**config.mk**
```make
export PLATFORM = sky130hd
export DESIGN_NAME = decode_stage
export DESIGN_NICKNAME = d
export VERILOG_FILES = /design/src/rtl/decode_pkg.sv /design/src/rtl/regfile_bypass.sv /design/src/rtl/decode_stage.sv
export SDC_FILE = /design/constraint.sdc
export NUM_CORES = 2
export LEC_CHECK = 0
export CAP_MARGIN = 20
export CORE_ASPECT_RATIO = 1.25
export CORE_MARGIN = 2
export CORE_UTILIZATION = 45
export CTS_BUF_LIST = sky130_fd_sc_hd__clkbuf_4 sky130_fd_sc_hd__clkbuf_8 sky130_fd_sc_hd__clkbuf_16
export DETAILED_ROUTE_END_ITERATION = 7
export MAX_ROUTING_LAYER = met4
export PLACE_DENSITY = 0.72
export SLEW_MARGIN = 20
export SYNTH_ARGS = -nofsm -noshare
export SYNTH_HDL_FRONTEND = slang
export SYNTH_SLANG_ARGS = --single-unit
export TNS_END_PERCENT = 50
```
**constraint.sdc**
```tcl
create_clock -name clock -period 3.9 [get_ports clock]
set_input_delay 1.17 -clock clock [delete_from_list [all_inputs] [get_ports clock]]
set_output_delay 1.17 -clock clock [all_outputs]
set_load 0.01 [all_outputs]
```
**src/rtl/decode_pkg.sv**
```systemverilog
// Shared decode definitions: opcode values, one-hot bit positions and the
// helpers that classify an opcode's destination behaviour.
package decode_pkg;

  localparam int OP_W = 16;

  localparam logic [5:0] OP_ADD  = 6'd0;
  localparam logic [5:0] OP_SUB  = 6'd1;
  localparam logic [5:0] OP_LI   = 6'd2;
  localparam logic [5:0] OP_SHL  = 6'd3;
  localparam logic [5:0] OP_SHR  = 6'd4;
  localparam logic [5:0] OP_AND  = 6'd5;
  localparam logic [5:0] OP_OR   = 6'd6;
  localparam logic [5:0] OP_XOR  = 6'd7;
  localparam logic [5:0] OP_BEQ  = 6'd8;
  localparam logic [5:0] OP_BNE  = 6'd9;
  localparam logic [5:0] OP_MOV  = 6'd10;
  localparam logic [5:0] OP_ADDI = 6'd11;
  localparam logic [5:0] OP_MUL  = 6'd12;
  localparam logic [5:0] OP_HALT = 6'd13;
  localparam logic [5:0] OP_NOP  = 6'd14;

  localparam int BIT_ADD  = 0;
  localparam int BIT_SUB  = 1;
  localparam int BIT_LI   = 2;
  localparam int BIT_SHL  = 3;
  localparam int BIT_SHR  = 4;
  localparam int BIT_AND  = 5;
  localparam int BIT_OR   = 6;
  localparam int BIT_XOR  = 7;
  localparam int BIT_BEQ  = 8;
  localparam int BIT_BNE  = 9;
  localparam int BIT_MOV  = 10;
  localparam int BIT_ADDI = 11;
  localparam int BIT_MUL  = 12;
  localparam int BIT_HALT = 13;
  localparam int BIT_NOP  = 14;

  localparam logic [OP_W-1:0] OP_ONEHOT_NOP = 16'h4000;

  // Whether an opcode writes a register, and whether that register is rt (else rd).
  typedef struct packed {
    logic wr;
    logic use_rt;
  } dst_info_t;

  function automatic dst_info_t dst_info(input logic [5:0] op);
    dst_info_t d;
    d.wr     = 1'b0;
    d.use_rt = 1'b0;
    case (op)
      OP_ADD, OP_SUB, OP_SHL, OP_SHR, OP_AND,
      OP_OR, OP_XOR, OP_MOV, OP_MUL: d.wr = 1'b1;
      OP_LI, OP_ADDI: begin
        d.wr     = 1'b1;
        d.use_rt = 1'b1;
      end
      default: ;
    endcase
    return d;
  endfunction

  // Opcodes 0..14 map straight onto their bit; anything else is a NOP.
  function automatic logic [OP_W-1:0] op_onehot(input logic [5:0] op);
    logic [OP_W-1:0] oh;
    oh = '0;
    if (op <= OP_NOP) oh[op[3:0]] = 1'b1;
    else              oh[BIT_NOP] = 1'b1;
    return oh;
  endfunction

endpackage

```
**src/rtl/regfile_bypass.sv**
```systemverilog
// Architectural register file: two combinational read ports, one write port,
// and write-through so a same-cycle write-back is visible to the reader.
module regfile_bypass #(
  parameter  int DATA_W  = 32,
  parameter  int REG_CNT = 32,
  localparam int RA_W    = $clog2(REG_CNT)
) (
  input  logic              clock,
  input  logic              reset,
  input  logic              wr_en,
  input  logic [RA_W-1:0]   wr_addr,
  input  logic [DATA_W-1:0] wr_data,
  input  logic [RA_W-1:0]   raddr_a,
  input  logic [RA_W-1:0]   raddr_b,
  output logic [DATA_W-1:0] rdata_a,
  output logic [DATA_W-1:0] rdata_b
);

  logic [DATA_W-1:0] regs [REG_CNT];

  // Reset clears every register and swallows any write arriving in that cycle.
  always_ff @(posedge clock) begin
    if (reset) begin
      for (int i = 0; i < REG_CNT; i++) regs[i] <= '0;
    end else if (wr_en) begin
      regs[wr_addr] <= wr_data;
    end
  end

  assign rdata_a = (wr_en && (wr_addr == raddr_a)) ? wr_data : regs[raddr_a];
  assign rdata_b = (wr_en && (wr_addr == raddr_b)) ? wr_data : regs[raddr_b];

endmodule

```
**src/rtl/decode_stage.sv**
```systemverilog
// Instruction decode stage: register file, busy scoreboard with RAW interlock,
// a one-entry output register toward execute, branch flush and halt latching.
module decode_stage
  import decode_pkg::*;
#(
  parameter  int DATA_W  = 32,
  parameter  int PC_W    = 32,
  parameter  int REG_CNT = 32,
  localparam int RA_W    = $clog2(REG_CNT)
) (
  input  logic              clock,
  input  logic              reset,
  input  logic              if_valid,
  output logic              if_ready,
  input  logic [31:0]       if_instr,
  input  logic [PC_W-1:0]   if_pc,
  input  logic              wb_en,
  input  logic [RA_W-1:0]   wb_addr,
  input  logic [DATA_W-1:0] wb_data,
  input  logic              flush,
  output logic              ex_valid,
  input  logic              ex_ready,
  output logic [PC_W-1:0]   ex_pc,
  output logic [OP_W-1:0]   ex_op,
  output logic [DATA_W-1:0] ex_a,
  output logic [DATA_W-1:0] ex_b,
  output logic [RA_W-1:0]   ex_dst,
  output logic              ex_wr,
  output logic [DATA_W-1:0] ex_imm,
  output logic              halted
);

  logic [5:0]         op;
  logic [RA_W-1:0]    rs;
  logic [RA_W-1:0]    rt;
  logic [RA_W-1:0]    rd;
  logic [15:0]        imm;
  dst_info_t          info;
  logic [DATA_W-1:0]  rs_val;
  logic [DATA_W-1:0]  rt_val;
  logic [REG_CNT-1:0] busy;
  logic [REG_CNT-1:0] busy_next;
  logic               rs_hazard;
  logic               rt_hazard;
  logic               stall;
  logic               issue;
  logic               accept;

  assign op   = if_instr[31:26];
  assign rs   = if_instr[21 +: RA_W];
  assign rt   = if_instr[16 +: RA_W];
  assign rd   = if_instr[11 +: RA_W];
  assign imm  = if_instr[15:0];
  assign info = dst_info(op);

  regfile_bypass #(
    .DATA_W  (DATA_W),
    .REG_CNT (REG_CNT)
  ) u_regfile (
    .clock   (clock),
    .reset   (reset),
    .wr_en   (wb_en),
    .wr_addr (wb_addr),
    .wr_data (wb_data),
    .raddr_a (rs),
    .raddr_b (rt),
    .rdata_a (rs_val),
    .rdata_b (rt_val)
  );

  // A source is unsafe if it is busy and not being written back right now, or
  // if the instruction sitting in the output register (issuing or not) will
  // write it: its busy bit is not set yet, so the scoreboard alone misses it.
  assign rs_hazard = (busy[rs] && !(wb_en && (wb_addr == rs))) ||
                     (ex_valid && ex_wr && (ex_dst == rs));
  assign rt_hazard = (busy[rt] && !(wb_en && (wb_addr == rt))) ||
                     (ex_valid && ex_wr && (ex_dst == rt));
  assign stall     = rs_hazard || rt_hazard;

  assign issue    = ex_valid && ex_ready;
  assign if_ready = !reset && !halted && !stall && (!ex_valid || ex_ready);
  assign accept   = if_valid && if_ready;

  // Scoreboard update: clear on write-back, then set on issue so set wins.
  always_comb begin
    busy_next = busy;
    if (wb_en)          busy_next[wb_addr] = 1'b0;
    if (issue && ex_wr) busy_next[ex_dst]  = 1'b1;
  end

  // Busy register; flush leaves it alone because nothing killed has issued.
  always_ff @(posedge clock) begin
    if (reset) busy <= '0;
    else       busy <= busy_next;
  end

  // Output register: flush beats accept, and a stalled consumer freezes it.
  always_ff @(posedge clock) begin
    if (reset) begin
      ex_valid <= 1'b0;
      ex_pc    <= '0;
      ex_op    <= OP_ONEHOT_NOP;
      ex_a     <= '0;
      ex_b     <= '0;
      ex_dst   <= '0;
      ex_wr    <= 1'b0;
      ex_imm   <= '0;
    end else if (flush) begin
      ex_valid <= 1'b0;
    end else if (accept) begin
      ex_valid <= 1'b1;
      ex_pc    <= if_pc;
      ex_op    <= op_onehot(op);
      ex_a     <= rs_val;
      ex_b     <= rt_val;
      ex_dst   <= info.use_rt ? rt : rd;
      ex_wr    <= info.wr;
      ex_imm   <= {{(DATA_W-16){imm[15]}}, imm};
    end else if (ex_ready) begin
      ex_valid <= 1'b0;
    end
  end

  // Halt latches once a HALT actually leaves for execute and stays until reset.
  always_ff @(posedge clock) begin
    if (reset)                        halted <= 1'b0;
    else if (issue && ex_op[BIT_HALT]) halted <= 1'b1;
  end

endmodule

```
# Word-level counts from Yosys, hierarchy flattened
# Memories as Yosys holds them, arrays and structs flattened. A register that Yosys moved wholly into a read port is not among the register bits.
# Cells that the tools add are included.
# Widths: inputs -> output; s select.
[word_totals]
memories = 1
output_inout_bits = 153
word_cells = 98
in_bits = 107
ram_bits = 1024
register_bits = 104
[classes]
reduce_logical = 34
n_bitwise = 4
mux = 28
n_eq_ne = 14
n_lt_le_gt_ge = 9
[memory_table]
columns = ["memory", "words", "width", "rd", "rd_ports_with_merged_regs", "write_ports", "line", "source"]
rows = [
  ["u_regfile.regs", 32, 32, 2, 2, 32, "regfile_bypass.sv:19", "logic [DATA_W-1:0] regs [REG_CNT];"],
]
[op_table]
columns = ["operator", "n"]
rows = [
  ["$mux 32", 3],
  ["$and 32x32->32", 1],
  ["$not 32->32", 1],
  ["$or 32x32->32", 1],
  ["$reduce_or 32->1", 1],
  ["$eq 6x3->1 const B", 4],
  ["$lt 5x6->1 const B", 4],
  ["$eq 5x5->1", 4],
  ["$eq 6x4->1 const B", 3],
  ["$logic_and 1x1->1", 17],
  ["$mux 1", 17],
  ["$mux 14", 1],
  ["$eq 6x2->1 const B", 2],
  ["$reduce_or 11->1", 1],
  ["$bmux 1 s5", 2],
  ["$demux 1 s5", 2],
  ["$ge 5x1->1 const B", 2],
  ["$mux 5", 2],
  ["$eq 6x1->1 const B", 1],
  ["$le 6x4->1 const B", 1],
  ["$logic_not 1->1", 6],
  ["$logic_not 6->1", 1],
  ["$lt 4x5->1 const B", 1],
  ["$demux 1 s4", 1],
  ["other kinds (6)", 10],
]

# Logic depth before layout (Yosys ltp)
[depth]
ltp_word = 11
depth_mapped = 12
mapped_depth_nobuf = 7

# Hierarchy
# Synthesis repeated with hierarchy kept, for this count alone.
[unflattened]
hier_cells = 4976
area_unflattened_um2 = 64694.5
[by_module_without_submodules]
columns = ["mod", "instances", "cells_per_inst", "area_each_um2", "seq_area_each_um2"]
rows = [
  ["regfile_bypass", 1, 4088, 56221.4, 30749.5],
  ["decode_stage", 1, 888, 8473.1, 3363.2],
]

# Worst setup path after synthesis
# Ideal clock, no wire load.
[synth_path]
path_kind = "input-to-output"
startpoint = "input if_instr[21]"
endpoint = "output if_ready"
t_required_ns = 2.730
n_path_buf = 1
stages = 5
slack_ns = -0.295
arrival_ns = 3.025
cell_sequence = "buf_2 -> mux4_2 -> mux4_2 -> and3b_1 -> nor4_1"
[synth_via]
elab_chain_len = 9
elab_cells_between_ends = 13
classes_between = "2 x eq/ne; 2 x mux; 9 x reduce/logical"
[synth_lines]
columns = ["item", "line", "source"]
rows = [
  ["start, declared", "decode_stage.sv:15", "input logic [31:0] if_instr,"],
  ["parallel branches: the longest is 4 deep, another holds $bmux 1 s5", "--", ""],
  ["$logic_or 1x1->1 *", "decode_stage.sv:74", "assign rs_hazard = (busy[rs] && !(wb_en && (wb_addr == rs))) ||"],
  ["$logic_or 1x1->1 *", "decode_stage.sv:78", "assign stall = rs_hazard || rt_hazard;"],
  ["$logic_not 1->1 *", "decode_stage.sv:81", "assign if_ready = !reset && !halted && !stall && (!ex_valid || ex_ready);"],
  ["$logic_and 1x1->1 * (2 in a row)", "decode_stage.sv:81", ""],
  ["end, declared", "decode_stage.sv:14", "output logic if_ready,"],
]
# Every way passes the cells marked *. The select of a mux whose other input is x is not followed.

# Worst setup path in the final report
# Ends and elaborated chain as after synthesis.

==> results.md <==
* Setup TNS at -0.145 ns
* Placeable core region at ~0.14 mm²
* Number of register bits inferred by synthesis at roughly 1200
* M3 GR Usage at 0.0874
* Slew Limit Headroom at 0.148
* Met2 usage at 0.509
* Vias in the first global route at 43300
* First-pass DRT Iterations at 6
* Clk network pwr share at 0.377
* Die H at 416 µm
* Share of power burned in registers at 0.491
* DR WL/cell at 35.1 µm
* Status: finished with violations
* Final Power at around 0.030 W
* Critical Path RT at 2.73 ns
* Syn Inst Count at 4263
* Most frequent cell after synthesis: and2_1
* CTS tree: yes
* Peak supply drop at around 0.36 mV
* Seq/Total Area, Yosys at 0.557
* Starting Density at 0.453
* Row count at 151
* Tot GR Track Use at 0.331
* Synth cell count leaders: and2_1 (1028), edfxtp_1 (1024), mux4_2 (526), clkbuf_1 (340), dfxtp_1 (168)
* Global-route wire length before repair at 316000 µm
* Final Setup Violations at 1
* Worst slew pin tran at roughly 1.3 ns
* Total wire length at between 200000 and 250000 µm
* Combinational share of power at 0.132
* Critical Path AT at 2.87 ns
* Via density at 6.80
* Number of synthesized flops with an enable pin at 1024
* Area growth syn-to-layout at 18.2%
* Via count at roughly 44000
* Clock latency at the later pin of the worst-skew pair at 0.76 ns
* Switching share of power at 0.251
* Tcrit/Tclk final at 1.04
* Worst Clk Skew at 0.0279 ns
* R2R Setup Slk at ~0.81 ns
* Setup ws final at -0.145 ns
* Achievable frequency at 247 MHz
* Max_cap viols at 0
* Initial antenna violation count at 28
* I/O pin total at 260
* Netlist cell types at 52
* H-tree Lvls at 3
* Port bufs at around 260
* CTS Sinks at 1192
* FFs w/ async S/R, synth at 0
* P_leak at 24.8 nW
* Die area at 0.139 mm²
* Share of cells above drive strength 1 at 0.263
* # fillers at between 10000 and 15000
* Post-synthesis instance area at approximately 0.061 mm²
* Kind of critical path: in -> out
* Initial drt markers at around 7300
* Min-Delay Path Class: reg -> reg
* DR DRC count at 0
* Yosys warns at 0
* Syn Nets at 4370
* Area leader, netlist: edfxtp_1
* ANT nets after route at 0
* Die width at 334 µm
* Crit end category: output pin
* Syn avg cell area at 14.4 µm²
* Post-synth top area share at 0.502
* Main area contributors after synthesis: edfxtp_1 (50%), mux4_2 (19%), and2_1 (10%)
* Failing checks: negative setup slack
* Root Driver: clkbuf_16
* Clk buf depth at 3
* Fin nets at 4636
* Most used routing layer in global routing: met2
* Pwr dens at between 400 and 500 mW/mm²
* DP HPWL at 139000 µm
* Final Max Slew Viols at 0
* Crit path max fanout at 7
* Pin count of the biggest net entering global routing at about 140
* GR Overflow Total at 0
* RSZ-0062 raised after global routing: true
* Internal Power at roughly 0.023 W
* Hold_buf cts at 0
* RD Place Congestion at between 0.9 and 1
* Most used flip-flop cell after synthesis: edfxtp_1
* Minimum clock period at 4.04 ns
* Num CTS Buffers at 112
* Hold violation total from the final report at 0
* Critical Path Source Type: input pin
* Switching Power at 0.00760 W
* Reg clk slew, reported paths at 0.06 ns
* Met1 usage at 0.368
[cell usage in the layout (no fill, tap or decap), types with 69 or more instances in the layout]
master,n
a211oi_1,75
and2_1,1028
nor2b_1,69
o22ai_1,104
a21oi_1,127
buf_12,109
mux4_2,526
clkbuf_16,116
buf_4,260
clkdlybuf4s50_1,243
dfxtp_1,168
edfxtp_1,1024
[power by group through the flow]
| stage | Clock (W) | Combinational (W) | Sequential (W) |
|---|---|---|---|
| detailed placement | 0 | 0.00387 | 0.0151 |
| floorplan | 0 | 0.00213 | 0.0150 |
| global route | 0.0119 | 0.00408 | 0.0149 |
| CTS | 0.0114 | 0.00388 | 0.0148 |
| finish | 0.0114 | 0.00398 | 0.0149 |
| global placement | 0 | 0.00384 | 0.0151 |
[registers in the layout (all words and copies together), names as in the netlist]
name            cells
ex_a               32
ex_pc              32
busy               32
ex_imm             16
ex_dst              5
ex_valid            1
ex_b               32
ex_op              16
u_regfile.regs   1024
ex_wr               1
halted              1
[critical path: stages]
cell     delay [ns]
buf_12         0.10
mux4_2         0.50
mux4_2         0.50
and3b_2        0.24
nor4_4         0.17
buf_2          0.18
[path summary, 6_finish.rpt]
| path | start | end | cells after the start |
|---|---|---|---|
| max | if_instr[21] | if_ready | 6 |
| min | ex_a[21] | ex_a[21] | 2 |
| max reg2reg | busy[31] | ex_a[17] | 9 |
| min reg2reg | ex_a[21] | ex_a[21] | 2 |
[repair_timing]
item | CTS | global route
gates resized for setup | 14 | 3
buffers inserted | 3 | 2
setup endpoints to repair | 1 | 1
pin swaps | 5 | 4
gates cloned | 0 | 0
[per-layer routing]
layer,vias up,share of wire
met5,-,0
met2,3787,0.47
met4,0,0.091
met1,21700,0.31
met3,1103,0.13
li1,17000,-
[logic make-up after synthesis]
family / after synthesis / share of synthesized area
simple gates: 1383 / 0.136
flops: 1192 / 0.557
mux: 604 / 0.207
compound gates: 561 / 0.0623
buf+inv: 502 / 0.0343
xor+xnor: 21 / 0.00300
[metrics by stage]
stage | worst slack (ns) | hold slack (ns) | std cells | area [µm²] | utilization
floorplan | 0.0475 | 0.452 | 4263 | 61300 | -
global placement | -0.913 | 0.458 | 6169 | 68500 | 0.506
detailed placement | -0.874 | 0.464 | 6169 | 68500 | 0.506
CTS | -0.243 | 0.474 | 6382 | 72300 | 0.534
global route | -0.190 | 0.486 | 6402 | 72400 | 0.535
finish | -0.145 | 0.475 | 6409 | 72400 | 0.535
[cell type report]
cell class,count,area (µm²),share of cell area
clock inverter,59,534,0.00738
timing repair buffer,627,6720,0.0928
tap,1759,2200,0.0304
inverter,27,101,0.00140
clock buffer,151,3250,0.0449
sequential,1192,34100,0.471
multi-input combinational,2569,25400,0.351
antenna,25,62.6,0.000864
(Power assumes the default switching activity.)
